[config.mk]
export PLATFORM = sky130hd
export DESIGN_NAME = conv_mc_engine
export DESIGN_NICKNAME = d
export VERILOG_FILES = /design/src/rtl/conv_mc_engine.sv
export SDC_FILE = /design/constraint.sdc
export NUM_CORES = 2
export LEC_CHECK = 0
export BUFFER_PORTS_ARGS = -buffer_cell sky130_fd_sc_hd__clkbuf_2
export CAP_MARGIN = 20
export CORE_AREA = 2 2 449 451
export CTS_CLUSTER_SIZE = 40
export DETAILED_ROUTE_END_ITERATION = 10
export DIE_AREA = 0 0 451 453
export PLACE_DENSITY = 0.54
export SYNTH_ARGS = -nofsm -noshare
export SYNTH_HDL_FRONTEND = slang
export SYNTH_SLANG_ARGS = --single-unit
[constraint.sdc]
create_clock -name clk_i -period 15.2 [get_ports clk_i]
set_clock_uncertainty 0.1 [all_clocks]
set_input_delay 3.04 -clock clk_i [delete_from_list [all_inputs] [get_ports clk_i]]
set_output_delay 3.04 -clock clk_i [all_outputs]
set_load 0.05 [all_outputs]
[src/rtl/conv_mc_engine.sv]
// Multi-channel signed 2-D convolution engine: one MAC per cycle with on-the-fly zero padding,
// configurable stride and optional ReLU; each result is streamed and also collected into a flat vector.
module conv_mc_engine #(
    parameter int IN_CH    = 2,
    parameter int K_W      = 3,
    parameter int K_H      = 3,
    parameter int IMG_W    = 5,
    parameter int IMG_H    = 5,
    parameter int PAD      = 1,
    parameter int STRIDE   = 1,
    parameter int BITWIDTH = 8,
    parameter int ACC_W    = 22,
    localparam int RES_W    = (IMG_W - K_W + 2 * PAD) / STRIDE + 1,
    localparam int RES_H    = (IMG_H - K_H + 2 * PAD) / STRIDE + 1,
    localparam int IMG_BITS = IN_CH * IMG_H * IMG_W * BITWIDTH,
    localparam int WGT_BITS = IN_CH * K_H * K_W * BITWIDTH,
    localparam int RES_BITS = RES_H * RES_W * ACC_W
) (
    input  logic                clk_i,
    input  logic                rst_i,
    input  logic                start_i,
    input  logic                relu_en_i,
    input  logic [IMG_BITS-1:0] img_i,
    input  logic [WGT_BITS-1:0] weight_i,
    input  logic [BITWIDTH-1:0] bias_i,
    output logic                busy_o,
    output logic                res_valid_o,
    output logic [ACC_W-1:0]    res_data_o,
    output logic [7:0]          res_row_o,
    output logic [7:0]          res_col_o,
    output logic [RES_BITS-1:0] result_o,
    output logic                done_o
);

    typedef enum logic [2:0] {
        S_IDLE,
        S_LOAD,
        S_MAC,
        S_WRITE,
        S_FIN
    } state_e;

    state_e                      state_q;
    logic [IMG_BITS-1:0]         img_q;
    logic [WGT_BITS-1:0]         wgt_q;
    logic signed [BITWIDTH-1:0]  bias_q;
    logic                        relu_q;
    logic signed [ACC_W-1:0]     acc_q;
    logic [7:0]                  kx_q, ky_q, ch_q, row_q, col_q;
    logic                        busy_q, res_valid_q, done_q;
    logic signed [ACC_W-1:0]     res_data_q;
    logic [7:0]                  res_row_q, res_col_q;
    logic [RES_BITS-1:0]         result_q;

    int                          iy_d, ix_d;
    logic signed [BITWIDTH-1:0]  pix_d, wgt_d;
    logic signed [2*BITWIDTH-1:0] prod_d;
    logic signed [ACC_W-1:0]     sum_d, val_d;
    logic                        last_tap_d, last_win_d;

    // Tap fetch (padding resolves to zero), MAC sum and the biased/ReLU'd window value.
    always_comb begin
        iy_d   = int'(row_q) * STRIDE + int'(ky_q) - PAD;
        ix_d   = int'(col_q) * STRIDE + int'(kx_q) - PAD;
        pix_d  = '0;
        if (iy_d >= 0 && iy_d < IMG_H && ix_d >= 0 && ix_d < IMG_W) begin
            pix_d = img_q[((int'(ch_q) * IMG_H + iy_d) * IMG_W + ix_d) * BITWIDTH +: BITWIDTH];
        end
        wgt_d  = wgt_q[((int'(ch_q) * K_H + int'(ky_q)) * K_W + int'(kx_q)) * BITWIDTH +: BITWIDTH];
        prod_d = pix_d * wgt_d;
        sum_d  = acc_q + ACC_W'(prod_d);
        val_d  = sum_d + ACC_W'(bias_q);
        if (relu_q && val_d[ACC_W-1]) begin
            val_d = '0;
        end
        last_tap_d = (kx_q == 8'(K_W - 1)) && (ky_q == 8'(K_H - 1)) && (ch_q == 8'(IN_CH - 1));
        last_win_d = (col_q == 8'(RES_W - 1)) && (row_q == 8'(RES_H - 1));
    end

    // Control FSM; strobes are raised on the edge that enters WRITE/FIN so they line up with those states.
    always_ff @(posedge clk_i) begin
        if (rst_i) begin
            state_q     <= S_IDLE;
            img_q       <= '0;
            wgt_q       <= '0;
            bias_q      <= '0;
            relu_q      <= 1'b0;
            acc_q       <= '0;
            kx_q        <= '0;
            ky_q        <= '0;
            ch_q        <= '0;
            row_q       <= '0;
            col_q       <= '0;
            busy_q      <= 1'b0;
            res_valid_q <= 1'b0;
            done_q      <= 1'b0;
            res_data_q  <= '0;
            res_row_q   <= '0;
            res_col_q   <= '0;
            result_q    <= '0;
        end else begin
            res_valid_q <= 1'b0;
            done_q      <= 1'b0;
            case (state_q)
                S_IDLE: begin
                    if (start_i) begin
                        state_q <= S_LOAD;
                        busy_q  <= 1'b1;
                    end
                end
                S_LOAD: begin
                    img_q    <= img_i;
                    wgt_q    <= weight_i;
                    bias_q   <= bias_i;
                    relu_q   <= relu_en_i;
                    acc_q    <= '0;
                    result_q <= '0;
                    kx_q     <= '0;
                    ky_q     <= '0;
                    ch_q     <= '0;
                    row_q    <= '0;
                    col_q    <= '0;
                    state_q  <= S_MAC;
                end
                S_MAC: begin
                    if (last_tap_d) begin
                        acc_q       <= '0;
                        kx_q        <= '0;
                        ky_q        <= '0;
                        ch_q        <= '0;
                        res_data_q  <= val_d;
                        res_row_q   <= row_q;
                        res_col_q   <= col_q;
                        res_valid_q <= 1'b1;
                        result_q[(int'(row_q) * RES_W + int'(col_q)) * ACC_W +: ACC_W] <= val_d;
                        state_q     <= S_WRITE;
                    end else begin
                        acc_q <= sum_d;
                        if (kx_q != 8'(K_W - 1)) begin
                            kx_q <= kx_q + 8'd1;
                        end else begin
                            kx_q <= '0;
                            if (ky_q != 8'(K_H - 1)) begin
                                ky_q <= ky_q + 8'd1;
                            end else begin
                                ky_q <= '0;
                                ch_q <= ch_q + 8'd1;
                            end
                        end
                    end
                end
                S_WRITE: begin
                    if (last_win_d) begin
                        busy_q  <= 1'b0;
                        done_q  <= 1'b1;
                        state_q <= S_FIN;
                    end else begin
                        if (col_q != 8'(RES_W - 1)) begin
                            col_q <= col_q + 8'd1;
                        end else begin
                            col_q <= '0;
                            row_q <= row_q + 8'd1;
                        end
                        state_q <= S_MAC;
                    end
                end
                S_FIN: begin
                    state_q <= S_IDLE;
                end
                default: begin
                    state_q <= S_IDLE;
                end
            endcase
        end
    end

    assign busy_o      = busy_q;
    assign res_valid_o = res_valid_q;
    assign res_data_o  = res_data_q;
    assign res_row_o   = res_row_q;
    assign res_col_o   = res_col_q;
    assign result_o    = result_q;
    assign done_o      = done_q;

endmodule

==> out/results.tsv <==
metric	value	unit
outcome	finished, final reports clean	
syn-instance-count	7298	
syn_nets	8193	
start_util	30.8	%
cp_max_fo	9	
cp-start-kind	flip-flop	
h-tree-depth	4	
drv_slew	0	
drc	0	
rsz0062_at_grt	no	
maxCapViolCount	0	
hold-path-cell-count	2	
coreArea	199000	sq um
clockBufferDepth	3	
tightest_slew	1.32	ns
cts_sinks	1209	
synth-simple-area-share	18.1	%
antenna_found_initial	55	
worst_path_most_repeated_cell	ha_1	
layout_commonest_cell	nand2_1	
drive_gt1_share	22.0	%
holdPathEnd	img_q[382]$_SDFFE_PP0P_	
fmax	68.8	MHz
synth_top_family_by_area	compound AO/OA/AOI/OAI gates	
vias	61631	
overflow	0	
r2r-end	result_o[435]$_SDFFE_PP0P_	
ys_async_sr_fraction	0	%
arrival	15.15	ns
drtPass1Iterations	6	
grt_max_degree	184	
drt_iter0_markers	5812	
place.gp.congestion	1.03	
grt_pass1_wl	446000	um
slew_headroom	11.4	%
postRouteAntennaNets	0	
synth_edf_count	0	
fillers	20706	
area_delta_synth_final	22.8	%
die_w	451	um
io_buffers	1146	
dieArea	204000	sq um
worstReg2RegStart	row_q[1]$_SDFFE_PP0P_	
hold_viol	0	
multi_input_area	34800	sq um
cts_inserted_buffers	142	
min_from	img_q[382]$_SDFFE_PP0P_	
rrSetupSlack	0.66	ns
fin_setup_tns	0	ns
setup.worst_path.end_class	flip-flop	
root_buffer	clkbuf_16	
grt_pass1_vias	59294	
reg2reg_depth	52	
finalCritPeriodShare	95.6	%
vdd_ir_drop_max	0.000132	V
synth-seq-area-share	39.4	%
path_class	flip-flop to flip-flop	
worst_path_largest_cell_delay	0.72	ns
power.density	123	nW/um^2
period_needed	14.54	ns
dpl.hpwl	250000	um
finalSetupViolations	0	
cts_tree	done	
synthAdderAreaFrac	8.53	%
die_y	453	um
routed_via_density	5.56	
clk_latency	0.82	ns
synth_cell_types	101	
synth_xor_area_share	1.93	%
synth_compound_gate_area_share	20.7	%
path_clk_slew	0.06	ns
ys_warn_count	0	
synth_area_per_cell	8.41	sq um
required	15.81	ns
synth-seq-cells	1209	
hold_slack	0.351	ns
cp_slowest_cell	xnor2_1	
wl	318000	um
ys.flop_type	dfxtp_1	
regArea	24200	sq um
rows	164	
wl_per_cell	28.7	um
ios	1147	
most-common-layout-cells	nand2_1, dfxtp_1, clkbuf_2	
worst_hold_path_type	flip-flop to flip-flop	
leakagePower	29.7	nW
grt_use_total	30.0	%
netlist_area	61400	sq um
final_nets	9189	
synthMuxAreaShare	6.74	%
-- through the flow --
| step | area, sq um | worst slack (ns) | power [mW] | std cells | utilization (%) |
|---|---|---|---|---|---|
| after floorplan | 61400 | 1.25 | 4.76 | 7298 | - |
| after global placement | 70400 | 0.112 | 5.78 | 10798 | 35.3 |
| after detailed placement | 70400 | 0.228 | 5.77 | 10801 | 35.3 |
| after CTS | 75100 | 0.116 | 9.25 | 11047 | 37.7 |
| after global routing | 75400 | 0.00806 | 9.54 | 11068 | 37.8 |
| final | 75400 | 0.662 | 9.25 | 11077 | 37.8 |
-- logic make-up after synthesis --
group / after synthesis
mux: 202
buf+inv: 737
compound gates: 2111
flops: 1209
simple gates: 2572
xor+xnor: 128
fa+ha+maj: 339
-- how the worst max path moves through the flow --
stage / to / cells after the start / startpoint
5_1_grt: result_o[56]$_SDFFE_PP0P_ / 55 / ky_q[0]$_SDFFE_PP0P_
3_3_place_gp: result_o[41]$_SDFFE_PP0P_ / 56 / row_q[1]$_SDFFE_PP0P_
4_1_cts: result_o[165]$_SDFFE_PP0P_ / 53 / row_q[1]$_SDFFE_PP0P_
2_1_floorplan: result_o[104]$_SDFFE_PP0P_ / 55 / ky_q[1]$_SDFFE_PP0P_
6_report: result_o[435]$_SDFFE_PP0P_ / 52 / row_q[1]$_SDFFE_PP0P_
3_5_place_dp: result_o[357]$_SDFFE_PP0P_ / 53 / row_q[1]$_SDFFE_PP0P_
-- power by group --
| part | total, mW | switching, mW | internal, mW |
|---|---|---|---|
| clock network | 3.50 | 1.51 | 1.99 |
| logic | 2.47 | 1.66 | 0.804 |
| registers | 3.29 | 0.0466 | 3.24 |
-- sequential cells by signal, indices dropped and copies added (netlist names), 3 cells and up --
signal and flops:
col_q 8, result_o 550, res_data_o 22, kx_q 8, row_q 8, img_q 400, res_row_o 8, res_col_o 8
ky_q 8, wgt_q 144, state_q 3, ch_q 8, bias_q 8, acc_q 22
-- metal layers --
| layer | GRT usage, % | share of wire, % |
|---|---|---|
| met5 | 0 | 0.094 |
| met3 | 6.23 | 6.9 |
| met4 | 17.8 | 7.0 |
| met2 | 49.8 | 47 |
| met1 | 35.6 | 39 |
-- cells in the mapped netlist, types with 24 or more instances --
cell | count | area, sq um
nor3_1 | 67 | 335
a22oi_1 | 48 | 360
o21ai_0 | 470 | 2350
a32o_1 | 25 | 250
mux2i_1 | 30 | 300
a21o_1 | 39 | 293
and2_1 | 41 | 257
nor2b_1 | 35 | 219
a21oi_1 | 860 | 4300
nand3_1 | 176 | 881
clkbuf_1 | 425 | 1600
o22ai_1 | 46 | 288
inv_1 | 249 | 935
o211ai_1 | 133 | 998
or3_1 | 31 | 194
a31oi_1 | 41 | 257
nand2_1 | 1694 | 6360
mux4_2 | 169 | 3810
o21ai_1 | 69 | 345
o2bb2ai_1 | 28 | 245
nand2b_1 | 54 | 338
o21bai_1 | 24 | 180
fa_1 | 133 | 2660
dfxtp_1 | 1209 | 24200
o311ai_0 | 46 | 403
nor4_1 | 33 | 206
a211oi_1 | 36 | 270
xor2_1 | 31 | 272
ha_1 | 206 | 2580
a22o_1 | 34 | 298
xnor2_1 | 91 | 797
buf_1 | 33 | 124
o31ai_1 | 42 | 315
nand4_1 | 31 | 194
nor2_1 | 298 | 1120
-- worst max-delay path, delay by kind of cell (launching register included) --
| kind | cells | cell delay [ns] |
|---|---|---|
| compound gates | 17 | 3.95 |
| xor+xnor | 7 | 2.07 |
| fa+ha+maj | 15 | 5.45 |
| buf+inv | 7 | 0.69 |
| flops | 1 | 0.35 |
| simple gates | 6 | 1.80 |
-- timing repair --
action	CTS	global route
resized for setup	0	30
hold endpoints to repair	0	0
setup endpoints to repair	0	532
buffers inserted	0	3
hold buffers	0	0
-- layout make-up --
type                            count  share of cell area, %
Multi-Input combinational cell   5352                   46.1
Sequential cell                  1209                   32.1
Timing Repair Buffer             1339                   9.77
Clock buffer                      206                   5.46
Tap cell                         2656                   4.41
Inverter                          250                   1.24
Clock inverter                     40                  0.818
Antenna cell                       25                 0.0830
No activity file was read; power rests on OpenSTA's default activity.
